File: src/rtl/video_pkg.sv
// Shared video-stream types: frame geometry defaults, RGB444 pixel, framed beat and
// the camera front-end state encoding.
package video_pkg;

    localparam int DEF_IMG_W = 320;
    localparam int DEF_IMG_H = 240;

    typedef struct packed {
        logic [3:0] r;
        logic [3:0] g;
        logic [3:0] b;
    } rgb444_t;

    typedef struct packed {
        logic    sop;
        logic    eop;
        rgb444_t rgb;
    } pixel_beat_t;

    typedef enum logic [1:0] {
        WAIT_SYNC,
        ACTIVE,
        DROP
    } cam_state_e;

endpackage

File: src/rtl/stream_fifo.sv
// Synchronous show-ahead FIFO: head_dat is valid whenever !empty, pushed data is visible
// the cycle after the write; a push while full is taken only if a pop happens that cycle.
module stream_fifo #(
    parameter int WIDTH = 14,
    parameter int DEPTH = 16
) (
    input  logic             clk,
    input  logic             reset_n,
    input  logic             push,
    input  logic [WIDTH-1:0] push_dat,
    input  logic             pop,
    output logic [WIDTH-1:0] head_dat,
    output logic             full,
    output logic             empty
);

    localparam int AW = $clog2(DEPTH);
    localparam logic [AW:0] FULL_CNT = (AW+1)'(DEPTH);

    logic [WIDTH-1:0] mem [DEPTH];
    logic [AW-1:0]    wr_ptr;
    logic [AW-1:0]    rd_ptr;
    logic [AW:0]      count;
    logic             do_push;
    logic             do_pop;

    assign full     = (count == FULL_CNT);
    assign empty    = (count == '0);
    assign do_pop   = pop && !empty;
    assign do_push  = push && (!full || pop);
    assign head_dat = mem[rd_ptr];

    always_ff @(posedge clk or negedge reset_n) begin
        if (!reset_n) begin
            wr_ptr <= '0;
            rd_ptr <= '0;
            count  <= '0;
        end else begin
            if (do_push) wr_ptr <= wr_ptr + 1'b1;
            if (do_pop)  rd_ptr <= rd_ptr + 1'b1;
            case ({do_push, do_pop})
                2'b10:   count <= count + 1'b1;
                2'b01:   count <= count - 1'b1;
                default: count <= count;
            endcase
        end
    end

    // Storage needs no reset: a slot is only read after it has been written.
    always_ff @(posedge clk) begin
        if (do_push) mem[wr_ptr] <= push_dat;
    end

endmodule

File: src/rtl/camera_stream_source.sv
// Byte-serial RGB444 camera to framed 12-bit ready/valid stream; pixel visible the cycle
// after its second byte. Back-pressure is absorbed by the FIFO; a frame overflowing it is dropped.
module camera_stream_source
    import video_pkg::*;
#(
    parameter int IMG_W      = DEF_IMG_W,
    parameter int IMG_H      = DEF_IMG_H,
    parameter int FIFO_DEPTH = 16
) (
    input  logic        clk,
    input  logic        reset_n,
    input  logic        cam_vsync,
    input  logic        cam_href,
    input  logic        cam_byte_valid,
    input  logic [7:0]  cam_data,
    input  logic        ready_in,
    output logic        valid_out,
    output logic [11:0] data_out,
    output logic        startofpacket_out,
    output logic        endofpacket_out,
    output logic        frame_error,
    output logic        overflow_sticky
);

    localparam logic [8:0] COL_LAST = 9'(IMG_W - 1);
    localparam logic [7:0] ROW_LAST = 8'(IMG_H - 1);

    cam_state_e  state, state_nxt;
    logic        vsync_q, href_q;
    logic        vsync_rise, vsync_fall, href_rise, href_fall;
    logic        phase;
    logic [3:0]  r_hold;
    logic [8:0]  col;
    logic [7:0]  row;
    logic        accept, byte0, pix_done, in_range, pix_sop, pix_eop;
    logic        fifo_push, fifo_pop, fifo_full, fifo_empty;
    logic        ovf, abort;
    pixel_beat_t beat_in, beat_head;

    assign vsync_rise = cam_vsync && !vsync_q;
    assign vsync_fall = !cam_vsync && vsync_q;
    assign href_rise  = cam_href && !href_q;
    assign href_fall  = !cam_href && href_q;

    // A byte landing on the href rising edge always starts a new pixel.
    assign accept   = cam_byte_valid && cam_href && (state == ACTIVE);
    assign byte0    = accept && (href_rise || !phase);
    assign pix_done = accept && phase && !href_rise;
    assign in_range = (col <= COL_LAST) && (row <= ROW_LAST);
    assign pix_sop  = (col == '0) && (row == '0);
    assign pix_eop  = (col == COL_LAST) && (row == ROW_LAST);

    assign beat_in.sop   = pix_sop;
    assign beat_in.eop   = pix_eop;
    assign beat_in.rgb.r = r_hold;
    assign beat_in.rgb.g = cam_data[7:4];
    assign beat_in.rgb.b = cam_data[3:0];

    assign fifo_pop = !fifo_empty && ready_in;

    always_ff @(posedge clk or negedge reset_n) begin
        if (!reset_n) state <= WAIT_SYNC;
        else          state <= state_nxt;
    end

    always_comb begin
        state_nxt = state;
        case (state)
            WAIT_SYNC: if (vsync_fall) state_nxt = ACTIVE;
            ACTIVE: begin
                if (ovf)                                         state_nxt = DROP;
                else if ((fifo_push && pix_eop) || vsync_rise)   state_nxt = WAIT_SYNC;
            end
            DROP:      if (vsync_rise) state_nxt = WAIT_SYNC;
            default:   state_nxt = WAIT_SYNC;
        endcase
    end

    always_comb begin
        fifo_push = 1'b0;
        ovf       = 1'b0;
        abort     = 1'b0;
        if (state == ACTIVE) begin
            if (pix_done && in_range) begin
                if (!fifo_full || fifo_pop) fifo_push = 1'b1;
                else                        ovf       = 1'b1;
            end
            abort = ovf || (vsync_rise && !(fifo_push && pix_eop));
        end
    end

    always_ff @(posedge clk or negedge reset_n) begin
        if (!reset_n) begin
            vsync_q         <= 1'b0;
            href_q          <= 1'b0;
            phase           <= 1'b0;
            r_hold          <= '0;
            col             <= '0;
            row             <= '0;
            frame_error     <= 1'b0;
            overflow_sticky <= 1'b0;
        end else begin
            vsync_q     <= cam_vsync;
            href_q      <= cam_href;
            frame_error <= abort;
            if (ovf) overflow_sticky <= 1'b1;
            if (byte0) r_hold <= cam_data[3:0];

            if (state == WAIT_SYNC && vsync_fall) begin
                col   <= '0;
                row   <= '0;
                phase <= 1'b0;
            end else begin
                if (href_rise)   phase <= accept;
                else if (accept) phase <= !phase;
                // Saturating counters keep over-long lines/frames out of range.
                if (href_fall) begin
                    col <= '0;
                    if (col != '0 && row != 8'hFF) row <= row + 1'b1;
                end else if (pix_done && col != 9'h1FF) begin
                    col <= col + 1'b1;
                end
            end
        end
    end

    stream_fifo #(
        .WIDTH ($bits(pixel_beat_t)),
        .DEPTH (FIFO_DEPTH)
    ) u_fifo (
        .clk      (clk),
        .reset_n  (reset_n),
        .push     (fifo_push),
        .push_dat (beat_in),
        .pop      (fifo_pop),
        .head_dat (beat_head),
        .full     (fifo_full),
        .empty    (fifo_empty)
    );

    assign valid_out         = !fifo_empty;
    assign data_out          = valid_out ? beat_head.rgb : '0;
    assign startofpacket_out = valid_out && beat_head.sop;
    assign endofpacket_out   = valid_out && beat_head.eop;

endmodule

File: config.mk
export PLATFORM = sky130hd
export DESIGN_NAME = camera_stream_source
export DESIGN_NICKNAME = d
export VERILOG_FILES = /design/src/rtl/video_pkg.sv /design/src/rtl/stream_fifo.sv /design/src/rtl/camera_stream_source.sv
export SDC_FILE = /design/constraint.sdc
export NUM_CORES = 1
export LEC_CHECK = 0
export BUFFER_PORTS_ARGS = -buffer_cell sky130_fd_sc_hd__buf_2
export CAP_MARGIN = 20
export CORE_MARGIN = 5
export CORE_UTILIZATION = 25
export CTS_CLUSTER_SIZE = 12
export DETAILED_ROUTE_END_ITERATION = 6
export GPL_TIMING_DRIVEN = 0
export SLEW_MARGIN = 10
export SYNTH_ARGS = -nofsm -noshare
export SYNTH_HDL_FRONTEND = slang
export SYNTH_HIERARCHICAL = 1
export SYNTH_SLANG_ARGS = --single-unit
File: constraint.sdc
create_clock -name clk -period 4.65 [get_ports clk]
set_input_delay 0.2325 -clock clk [delete_from_list [all_inputs] [get_ports clk]]
set_output_delay 0.2325 -clock clk [all_outputs]
set_load 0.1 [all_outputs]
======== Yosys cells after proc, flatten, opt, wreduce, memory -nomap -nowiden ========
Memories as Yosys holds them, arrays and structs flattened.
Cells that the tools add are included.
cells by class
  bitwise gates (word level) .............. 0
  multiply operators ...................... 0
  muxes and demuxes ....................... 27
  eq/ne operators ......................... 12
  $add $sub $neg .......................... 6
  $lt $le $gt $ge ......................... 2
  reductions and logical operators ........ 49
  shift operators ......................... 0
  div/mod/pow operators ................... 0
operators by type and width
  operator                                      count
  2-to-1 mux 9 bit                              3
  logical AND 1 bit                             24
  2-to-1 mux 8 bit                              3
  2-to-1 mux 1 bit                              14
  2-to-1 mux 12 bit                             1
  one-hot mux 5 bit (2 select lines)            1
  adder 9 x 1 -> 9 bit, second input constant   1
  equality test 9 bit, second input constant    1
  <= comparator 9 bit, second input constant    1
  logical NOT 1 bit                             9
  logical NOT 9 bit                             1
  inequality test 9 bit, second input constant  1
  nonzero test 9 bit                            1
  adder 4 x 1 -> 4 bit, second input constant   2
  adder 8 x 1 -> 8 bit, second input constant   1
  equality test 8 bit, second input constant    1
  <= comparator 8 bit, second input constant    1
  logical NOT 8 bit                             1
  2-to-1 mux 2 bit                              4
  inequality test 8 bit, second input constant  1
  one-hot mux 2 bit (3 select lines)            1
  nonzero test 2 bit                            3
  nonzero test 3 bit                            2
  adder 5 x 1 -> 5 bit, second input constant   1
  other kinds (11)                              17
storage, ports and cells
  bits in latches ......................... 0
  bits in registers ....................... 41
  bits of input ports ..................... 14
  output and inout bits ................... 17
  word-level logic and storage cells ...... 109
  memories kept ........................... 1
  bits in read-only memories .............. 0
  RAM bits ................................ 224
memory list
  memory      words  bits a word  read ports  clocked after memory_dff  wr ports  line               source
  u_fifo.mem  16     14           1           0                         1         stream_fifo.sv:20  logic [WIDTH-1:0] mem [DEPTH];

======== Logic depth before layout (Yosys ltp) ========
Gate-level depths: netlist of the first run.
  depth in word-level cells ............... 13
  mapped depth ............................ 16
  gate-level depth less buffers ........... 15

======== Modules after synthesis ========
The synthesis of the first run kept the hierarchy.
modules (own cells, without submodules)
  module                cells an instance  area each (um^2)  times used
  stream_fifo           495                9537.9            1
  camera_stream_source  173                1637.8            1

======== Worst setup path before layout of the first run ========
Ideal clock, no wire load.
  kind .................................... reg2reg
  start point ............................. reg col[0]
  end point ............................... reg u_fifo.count[4]
  required time ........................... 4.527 ns
  slack ................................... 1.276 ns
  data arrival time ....................... 3.252 ns
  stages on the path, launching flop included .. 17
  setup time .............................. 0.123 ns
  path through ............................ dfrtp_1 > ha_1 > or2b_1 > o311ai_1 > or2_1 > nor2b_1 > o21a_1 > buf_2 > inv_2 > ha_1 > inv_1 > fa_1 > nor2b_1 > o21ai_1 > nand3_1 > or3b_1 > xnor2_1
between the ends
  cells in the longest elaborated chain, start to end .. 9
  elaborated cells on any way between the ends .. 11
  those cells by class .................... order compare: 1; eq/ne: 2; mux: 4; reduce/logical: 4
ends and longest elaborated chain
  what                                                                             line                         source
  start, declared                                                                  camera_stream_source.sv:33   logic [8:0] col;
  start signal, assigned                                                           camera_stream_source.sv:121  col <= col + 1'b1;
  <= comparator 9 bit (*)                                                          camera_stream_source.sv:49   assign in_range = (col <= COL_LAST) && (row <= ROW_LAST);
  logical AND 1 bit (*)                                                            camera_stream_source.sv:49
  logical AND 1 bit (*)                                                            camera_stream_source.sv:84   if (pix_done && in_range) begin
  2-to-1 mux 1 bit (*)                                                             camera_stream_source.sv:84
  2-to-1 mux 1 bit (*) (2 in series)                                               camera_stream_source.sv:83   if (state == ACTIVE) begin
  via fifo_push                                                                    camera_stream_source.sv:36   logic fifo_push, fifo_pop, fifo_full, fifo_empty;
  logical AND 1 bit (*)                                                            stream_fifo.sv:30            assign do_push = push && (!full || pop);
  equality test 2 x 1 -> 1 bit / equality test 2 bit (equally long branches)       stream_fifo.sv:41            case ({do_push, do_pop})
  one-hot mux 5 bit (2 select lines) / nonzero test 2 bit (equally long branches)  --
  end signal, assigned                                                             stream_fifo.sv:42            2'b10: count <= count + 1'b1;
  end signal, assigned                                                             stream_fifo.sv:43            2'b01: count <= count - 1'b1;
  end signal, assigned                                                             stream_fifo.sv:44            default: count <= count;
  end, declared                                                                    stream_fifo.sv:23            logic [AW:0] count;
Mark *: on every way through the listed nets, which the timed path passes. The rest lies on a longest branch. The select of a mux whose other input is x is not followed.
A chain may end at the register's enable or synchronous reset.

======== Worst setup path in the final report of the first run ========
  start point ............................. reg u_fifo.count[0]
  end point ............................... reg u_fifo.count[4]
between the ends
  cells in the longest elaborated chain, start to end .. 11
  elaborated cells on any way between the ends .. 18
  those cells by class .................... add/sub: 2; eq/ne: 3; mux: 5; reduce/logical: 8
ends and longest elaborated chain
  what                                                                             line                        source
  logical NOT 5 bit (*)                                                            stream_fifo.sv:28           assign empty = (count == '0);
  via fifo_empty                                                                   camera_stream_source.sv:36
  logical NOT 1 bit (*)                                                            camera_stream_source.sv:59  assign fifo_pop = !fifo_empty && ready_in;
  logical AND 1 bit (*)                                                            camera_stream_source.sv:59
  via fifo_pop                                                                     camera_stream_source.sv:36
  logical OR 1 bit (*)                                                             camera_stream_source.sv:85  if (!fifo_full || fifo_pop) fifo_push = 1'b1;
  2-to-1 mux 1 bit (*)                                                             camera_stream_source.sv:85
  2-to-1 mux 1 bit (*)                                                             camera_stream_source.sv:84
  2-to-1 mux 1 bit (*) (2 in series)                                               camera_stream_source.sv:83
  via fifo_push                                                                    camera_stream_source.sv:36
  logical AND 1 bit (*)                                                            stream_fifo.sv:30
  equality test 2 x 1 -> 1 bit / equality test 2 bit (equally long branches)       stream_fifo.sv:41
  one-hot mux 5 bit (2 select lines) / nonzero test 2 bit (equally long branches)  --
Marked as above.

==> results of run 1 <==
## cell usage in the layout, fill, tap and decap left out, types with 14 or more instances in the layout
master	instances
sky130_fd_sc_hd__edfxtp_1	224
sky130_fd_sc_hd__mux2i_1	57
sky130_fd_sc_hd__dfrtp_1	41
sky130_fd_sc_hd__buf_2	34
sky130_fd_sc_hd__nand2_1	31
sky130_fd_sc_hd__clkbuf_16	28
sky130_fd_sc_hd__mux4_2	28
sky130_fd_sc_hd__clkbuf_1	22
sky130_fd_sc_hd__inv_1	21
sky130_fd_sc_hd__nor2b_1	21
sky130_fd_sc_hd__o21ai_0	19
sky130_fd_sc_hd__a221oi_2	16
sky130_fd_sc_hd__ha_1	14
sky130_fd_sc_hd__a22oi_1	14
## synth_stat cells, types with 2 or more instances
cell / n
sky130_fd_sc_hd__edfxtp_1: 224
sky130_fd_sc_hd__mux2i_1: 57
sky130_fd_sc_hd__dfrtp_1: 41
sky130_fd_sc_hd__nand2_1: 31
sky130_fd_sc_hd__mux4_2: 28
sky130_fd_sc_hd__inv_1: 21
sky130_fd_sc_hd__nor2b_1: 21
sky130_fd_sc_hd__o21ai_0: 19
sky130_fd_sc_hd__a221oi_2: 16
sky130_fd_sc_hd__nor2_1: 16
sky130_fd_sc_hd__a22oi_1: 14
sky130_fd_sc_hd__ha_1: 14
sky130_fd_sc_hd__a221oi_1: 12
sky130_fd_sc_hd__nand3_1: 12
sky130_fd_sc_hd__clkbuf_1: 11
sky130_fd_sc_hd__a21oi_1: 10
sky130_fd_sc_hd__o21ai_1: 9
sky130_fd_sc_hd__buf_4: 8
sky130_fd_sc_hd__xnor2_1: 8
sky130_fd_sc_hd__nor3_1: 7
sky130_fd_sc_hd__o31ai_1: 6
sky130_fd_sc_hd__or4_1: 5
sky130_fd_sc_hd__buf_2: 4
sky130_fd_sc_hd__mux2_2: 4
sky130_fd_sc_hd__nand2b_1: 4
sky130_fd_sc_hd__nand4_1: 4
sky130_fd_sc_hd__o211ai_1: 4
sky130_fd_sc_hd__or3_1: 4
sky130_fd_sc_hd__buf_6: 3
sky130_fd_sc_hd__or4b_1: 3
sky130_fd_sc_hd__xor2_1: 3
sky130_fd_sc_hd__a21boi_0: 2
sky130_fd_sc_hd__and2b_1: 2
sky130_fd_sc_hd__and3_1: 2
sky130_fd_sc_hd__buf_12: 2
sky130_fd_sc_hd__buf_8: 2
sky130_fd_sc_hd__nor4b_1: 2
sky130_fd_sc_hd__o21a_1: 2
sky130_fd_sc_hd__o41ai_1: 2
sky130_fd_sc_hd__or2_1: 2
## area by class of cell
class,instances,area share (%)
multi-input cells,350,23.9
flip-flops and latches,265,58.4
repair buffers,49,3.04
plain buffers,31,1.73
inverters,22,0.622
clock buffers,44,6.11
clock inverters,7,0.613
well taps,592,5.58
## power by group
part / internal [mW] / total (mW) / switching [mW]
clock network: 1.25 / 2.14 / 0.888
logic: 0.976 / 3.21 / 2.23
registers: 2.73 / 2.88 / 0.156
total: 4.95 / 8.23 / 3.27
## metal layers
layer | track usage (%) | wire, um | vias to the layer above | part of all wire, %
li1 | - | - | 2799 | -
met1 | 13.7 | 11400 | 3145 | 46
met2 | 16.0 | 11600 | 174 | 47
met3 | 1.90 | 1340 | 41 | 5.4
met4 | 2.33 | 568 | 0 | 2.3
met5 | 0 | 0 | - | 0
## logic make-up (layout without fill, tap and decap cells)
group           Yosys count  in the layout
fa+ha+maj                15             15
xor+xnor                 11             11
mux                      90             90
buf+inv                  53            153
compound gates          106            106
simple gates            128            128
flops                   265            265
## sequential cells by signal, indices dropped and copies added (netlist names)
| signal | cells |
|---|---|
| col | 9 |
| frame_error | 1 |
| href_q | 1 |
| overflow_sticky | 1 |
| phase | 1 |
| r_hold | 4 |
| row | 8 |
| state | 2 |
| u_fifo/count | 5 |
| u_fifo/mem | 224 |
| u_fifo/rd_ptr | 4 |
| u_fifo/wr_ptr | 4 |
| vsync_q | 1 |
## metrics by stage
stage                     worst slack [ns]  hold WS [ns]  power (mW)
final                                0.882        0.0745        8.23
after global placement               0.345         0.378        6.13
after global routing                 0.644        0.0654        8.59
after floorplan                       1.28       -0.0631        5.39
after detailed placement             0.831         0.386        6.16
after CTS                            0.817        0.0596        8.31
## worst paths after layout
kind	end	start
worst min-delay path	u_fifo/mem[7][5]	cam_data[5]
worst min register to register	u_fifo/count[4]	u_fifo/count[4]
min in group asynchronous	col[1]	reset_n
worst max-delay path	u_fifo/count[4]	u_fifo/count[0]
max in group asynchronous	u_fifo/rd_ptr[2]	reset_n
worst max register to register	u_fifo/count[4]	u_fifo/count[0]
## repair_timing
action	4_1_cts	5_1_grt
hold buffers	3	0
setup buffers	0	0
hold endpoints to repair	43	0
gates resized for setup	0	0
==> summary.md, run 1 <==
The run finished with clean final reports. The standard cell core area is 44200 um^2, and the fraction of layout cells with a size suffix above 1 is 22.9%. The remaining global-route overflow was 0.

The run gives 25.3% as the effective utilization at floorplan. The run gives 24.9 mm as the total wire length after detailed routing. The combinational family with the most area after synthesis is multiplexers.

The complex-gate fraction of the synthesized area was 7.62%; the number of synthesized register bits was 265. Synthesis produced 668 cells. The run gives 0.56 ns as the clock latency of the later-clocked register in the worst-skew pair. In the routed layout, each cell is associated on average with a via count of 4.53. For this run, the register share of the synthesized area comes to 69.4%. The kind of critical path was register to register.

The sort of element at the end of the critical path was a register. From left edge to right edge, the die measures 221 um. Of all nets on the critical path, the largest fanout is 9. The tools report the final design utilization as 30.0%.

Final total negative setup slack: 0 ns. The type of the tightest min-delay check is primary input to register. The clock sink count is 265, and the mean routed wirelength per cell is 18.3 um.

The placed instances occupy a cell area of 12300 um^2. The total count of max-transition violations in the final report is 0. Across the run, the number of max-cap violations was 0.

TritonCTS built the clock tree. Between clock sinks in the finished design, the worst skew comes to 0.0320 ns. The via count of the first global-routing pass is 6071. The run gives 6 as the count of warnings emitted by yosys.

Once layout is done, the placed cells without fillers occupy 13300 um^2. The synthesized netlist devotes 1.75% of its cell area to adder and majority cells. Data on the critical path is required at its endpoint by 5.07 ns. Across every metal layer, demand over resource in global routing totals 9.85%.

In the synthesized netlist, mux cells make up 11.3% of the area. First-pass GRT wire length: 38.1 mm. The largest incremental delay on the critical path is 0.49 ns.

For the post-detailed-placement half-perimeter wirelength, the log shows 16.9 mm. Slew at the pin closest to its max-slew limit: 0.957 ns. The final layout contains 776 nets. The number of antenna violations at the first check in global routing is 0, and the post-synth net total is 697. A synthesized cell averages 16.7 um^2. Headroom to the max-slew limit came out at 36.1%. The number of detailed-routing iterations run before antenna repair is 5, and the achievable clock frequency is 265 MHz. The signal on the critical path passes through nor4_2 -> and2b_1 -> nor2b_1 -> nand2b_1 -> nor2b_1 -> o21a_1 -> buf_2 -> inv_2 -> ha_1 -> inv_1 -> fa_1 -> nor2b_1 -> o21ai_1 -> nand3_1 -> or3b_1 -> xnor2_1. The logic depth of the worst path, buffers included was 16; the CTS buffer count was 28. In the routed design, unresolved DRC markers number 0.

The run gives 4.19 ns as the data arrival time of the worst path. After synthesis, the cell types taking the most area are sky130_fd_sc_hd__edfxtp_1 60%, sky130_fd_sc_hd__dfrtp_1 9.2%, sky130_fd_sc_hd__mux4_2 5.6%, sky130_fd_sc_hd__mux2i_1 5.1%, sky130_fd_sc_hd__a221oi_2 2.1%. The first routing iteration left 368 violations. The worst ir drop on vdd came out at 0.656 mV. Entering global routing, the biggest net connects 42 pins. After floorplanning, the core was divided into 77 placement rows. The synthesized netlist occupies a cell area of 11200 um^2. By instance count, the cell type seen most on the critical path is sky130_fd_sc_hd__nor2b_1.

Number of instances on the worst hold path: 1. Setup violations remaining at the end of the flow were counted as 0. Together, buffers and inverters on the worst path number 3. The clock transition at the registers of the reported paths works out to 0.06 ns. For this run, asynchronously set or reset flops after synthesis account for 15.5%. The die covers 49000 um^2. The fraction of synthesized cell area taken by the top area cell type works out to 60.2%. The count of nets left with antenna violations once routing finished came out at 0.

Subtracting the final worst setup slack from the clock period gives 3.77 ns. The area growth from synthesis to layout is 18.7%. The count of non-filler cells in the finished layout was 1360. Slowest stage cell on the critical path: sky130_fd_sc_hd__and2b_1. The distinct cell type count after synthesis came out at 67. The repair_antennas step left the layout with diodes totalling 0. The routability congestion estimate from global placement came out at 0.770. The top flip-flop cell by instance count after synthesis was sky130_fd_sc_hd__edfxtp_1. Setup slack on the worst reg-to-reg path comes out at 0.88 ns. In this run the vertical extent of the chip is 221 um. Deepest level of the CTS H-tree: 1.

The depth of the most critical reg-to-reg path was 16. The number of endpoints with negative hold slack in the final report is 0, and the count of buffers from port buffering is 30. In the final layout, flip-flops and latches occupy 7750 um^2. The fraction of the cycle the final worst path needs was 81.0%. The xor and xnor area share after synthesis was 0.862%. Dividing total power by cell area gives a power density of 620 nW/um^2. Master cell of the clock root buffer: sky130_fd_sc_hd__clkbuf_16. For this design the static power due to leakage is 4.57 nW. The kind of cell with the highest combined delay on the critical path was simple AND/OR/NAND/NOR gates. The worst setup path is launched from a register. Counting the fill cells in the layout gives 4296. sky130_fd_sc_hd__edfxtp_1 takes more of the synthesized area than any other cell.

31 I/O pins were placed. Including well taps, the total number of placed cells is 1305. The longest clock path from root to sink contains 3 buffers. Setup repair after global routing left no endpoint under its margin. The tools report the multi-input combinational cell area as 3170 um^2.

The synthesized design contains 224 enable-type register cells. The final route contains 6159 vias. The area fraction in and, or, nand and nor cells after synthesis came out at 6.36%.
Note: power is estimated with default switching activity, not from simulation.
==> run 2: changes to the inputs <==
- clock period: 4.65 -> 3.85 ns (I/O delays scaled with it)
==> summary.md, run 2 (same netlist as run 1, synthesis figures left out) <==
Final-stage net count: 776. The total wire length after detailed routing is 24.9 mm. The minimum period implied by the final worst setup slack is 3.61 ns, and the horizontal die dimension is 221 um.

The post-detailed-placement half-perimeter wirelength is 16.9 mm, and the max capacitance violation total is 0. For the floorplan die area, the log shows 49000 um^2. The cell sitting at the root of the clock tree is a sky130_fd_sc_hd__clkbuf_16.

The run gives 372 as the initial DRC count. Counting every sink on the clock net gives 265. In this run the vertical extent of the chip is 221 um. Across all hold checks on the routed design, the worst slack comes to 0.0345 ns. The standard cell core area was 44200 um^2; the achievable clock frequency was 277 MHz.

The largest single stage delay on the critical path is 0.42 ns. The layout overhead on the synthesized area works out to 18.9%. The register cell area after layout was 7750 um^2; the slew at the pin closest to its max-slew limit was 0.954 ns. The run finished with clean final reports. IR analysis of the VDD net gives a maximum drop of 0.792 mV. The tools report the number of antenna violations at the first check in global routing as 0. The residual DRC count is 0. The initialized floorplan defines 77 standard-cell rows. For the number of antenna repair diodes, the log shows 0. The total count of max-transition violations in the final report came out at 0. TritonCTS built the clock tree.

The min-delay analysis places its worst path in the category primary input to register. Once the floorplan was initialized, standard cells occupied 25.3% of the core. The first global-routing pass estimated 38.1 mm of wire.

Counting the fill cells in the layout gives 4295. The most common cell type on the critical path is sky130_fd_sc_hd__nor2b_1. Ranked by flip-flop count, first place goes to u_fifo/mem. Cells with a size suffix above 1 make up 23.2% of the layout. Remaining number of nets flagged by the antenna check after routing: 0.

The run gives 4.27 ns as the data required time at the worst endpoint. Traced cell by cell, the critical path runs through nor4_2 -> and2b_2 -> nor2b_1 -> nand2b_1 -> nor2b_1 -> o21a_1 -> buf_2 -> inv_2 -> ha_1 -> inv_1 -> fa_1 -> nor2b_1 -> o21ai_1 -> nand3_1 -> or3b_1 -> xnor2_1. For the worst clock skew, the log shows 0.0319 ns. The first detailed-routing pass took 4 iterations.

The logs give 6152 for the number of vias in the routed layout and 1305 for the placed cell count. Measured on the finished design, the core utilization comes to 30.0%. The commonest non-fill, non-tap cell in the layout was sky130_fd_sc_hd__edfxtp_1.

Slowest stage cell on the critical path: sky130_fd_sc_hd__dfrtp_1. For this design the top-level I/O count stands at 31. For the number of endpoints with negative hold slack in the final report, the log shows 0.

For the deepest level of the CTS H-tree, the log shows 1. Entering global routing, the biggest net connects 42 pins. Summing all multi-input logic gate instances after layout gives 3190 um^2.

The congestion estimate from routability-driven global placement came to 0.770. The register with the most flip-flops in the layout has 224 of them. Leaving out fill and tap cells, the most frequent cells in the layout are 224 x sky130_fd_sc_hd__edfxtp_1, 57 x sky130_fd_sc_hd__mux2i_1, 41 x sky130_fd_sc_hd__dfrtp_1. The worst-case headroom to the max-slew limit is 36.4%, and the count of non-filler cells in the finished layout is 1360. The via count of the first global-routing pass is 6071, and the maximum fanout count along the critical path is 9.

The run gives 3 as the maximum buffer depth of the clock tree. Global routing consumed, over all layers together, 9.85% of the routing resources. Using the TritonRoute via totals, the vias-per-cell ratio works out to 4.52. The clock latency of the later-clocked register in the worst-skew pair is 0.56 ns.

The data arrival time of the worst path is 4.03 ns. The mean routed wirelength per cell is 18.3 um. STA classifies the critical path startpoint as a register.

Port buffering added 30 buffers. The number of setup violations in the final report was 0; the clock transition at the registers of the reported paths was 0.06 ns. Kind of critical path: register to register.

After layout, the worst path uses 93.8% of the clock period. Global routing finished with a remaining overflow of 0. In this run the power density over the cells is 748 nW/um^2. TritonCTS created 28 clock buffers. In the final layout, the registers with the most flip-flops are u_fifo/mem x224, col x9, row x8.

The count of buffers added by post-CTS timing repair for setup came out at 0. The tools report the leakage power as 4.61 nW. The sort of element at the end of the critical path is a register.
==> run 2: changes by cell type in the layout (fill, tap and decap cells not counted) <==
cell / before / now
sky130_fd_sc_hd__and2b_1: 2 / 1
sky130_fd_sc_hd__o311ai_4: 0 / 1
sky130_fd_sc_hd__o311ai_1: 1 / 0
sky130_fd_sc_hd__and2b_2: 0 / 1
==> run 2: repair_timing <==
action | CTS | global route
endpoints found under the setup margin | 0 | 1
hold endpoints to repair | 43 | 0
hold buffers | 3 | 0
resized for setup | 0 | 3
==> run 2: routing by layer <==
metal | wire (um) | vias to the layer above | GRT usage [%] | part of all wire [%]
met2 | 11600 | 163 | 16.0 | 47
met1 | 11500 | 3151 | 13.7 | 46
met5 | 0 | - | 0 | 0
met4 | 568 | 0 | 2.33 | 2.3
li1 | - | 2797 | - | -
met3 | 1270 | 41 | 1.90 | 5.1
==> run 2: through the flow <==
| stage | setup TNS [ns] | power [mW] | setup slack (ns) | cell area [um^2] |
|---|---|---|---|---|
| 2_1_floorplan | 0 | 6.51 | 0.476 | 11200 |
| 3_3_place_gp | -23.29 | 7.40 | -0.455 | 12100 |
| 3_5_place_dp | 0 | 7.44 | 0.0310 | 12300 |
| 4_1_cts | 0 | 10.0 | 0.0172 | 13200 |
| 5_1_grt | -0.0161 | 10.4 | -0.0161 | 13300 |
| 6_report | 0 | 9.94 | 0.238 | 13300 |
==> run 2: report_power, final <==
part,leakage [nW],internal (mW),switching (mW)
sequential,2.54,3.29,0.188
combinational,1.64,1.18,2.69
clock,0.432,1.51,1.07
==> run 2: path summary, 6_finish.rpt <==
check                           startpoint  slack, ns                to  depth (start not counted)
max                        u_fifo/count[0]       0.24   u_fifo/count[4]                         16
max reg2reg                u_fifo/count[0]       0.24   u_fifo/count[4]                         16
max in group asynchronous          reset_n       3.28  u_fifo/rd_ptr[2]                          3
min                            cam_data[5]       0.03  u_fifo/mem[7][5]                          1
min in group asynchronous          reset_n       0.08            col[1]                          2
min reg2reg                u_fifo/count[4]       0.49   u_fifo/count[4]                          1
==> run 2: critical path, delay by kind of cell (launching register included) <==
family	cells	cell delay, ns
flip-flops	1	0.42
AO/OA/AOI/OAI	2	0.18
AND/OR/NAND/NOR	8	1.79
XOR/XNOR	1	0.13
buffers and inverters	3	0.34
adder cells (fa/ha/maj)	2	0.64
==> run 2: final cells by class <==
| cell class | count | share of cell area, % |
|---|---|---|
| Clock inverter | 7 | 0.612 |
| Timing Repair Buffer | 49 | 3.03 |
| Inverter | 22 | 0.622 |
| Clock buffer | 44 | 6.10 |
| Buffer | 31 | 1.72 |
| Tap cell | 592 | 5.58 |
| Sequential cell | 265 | 58.4 |
| Multi-Input combinational cell | 350 | 24.0 |
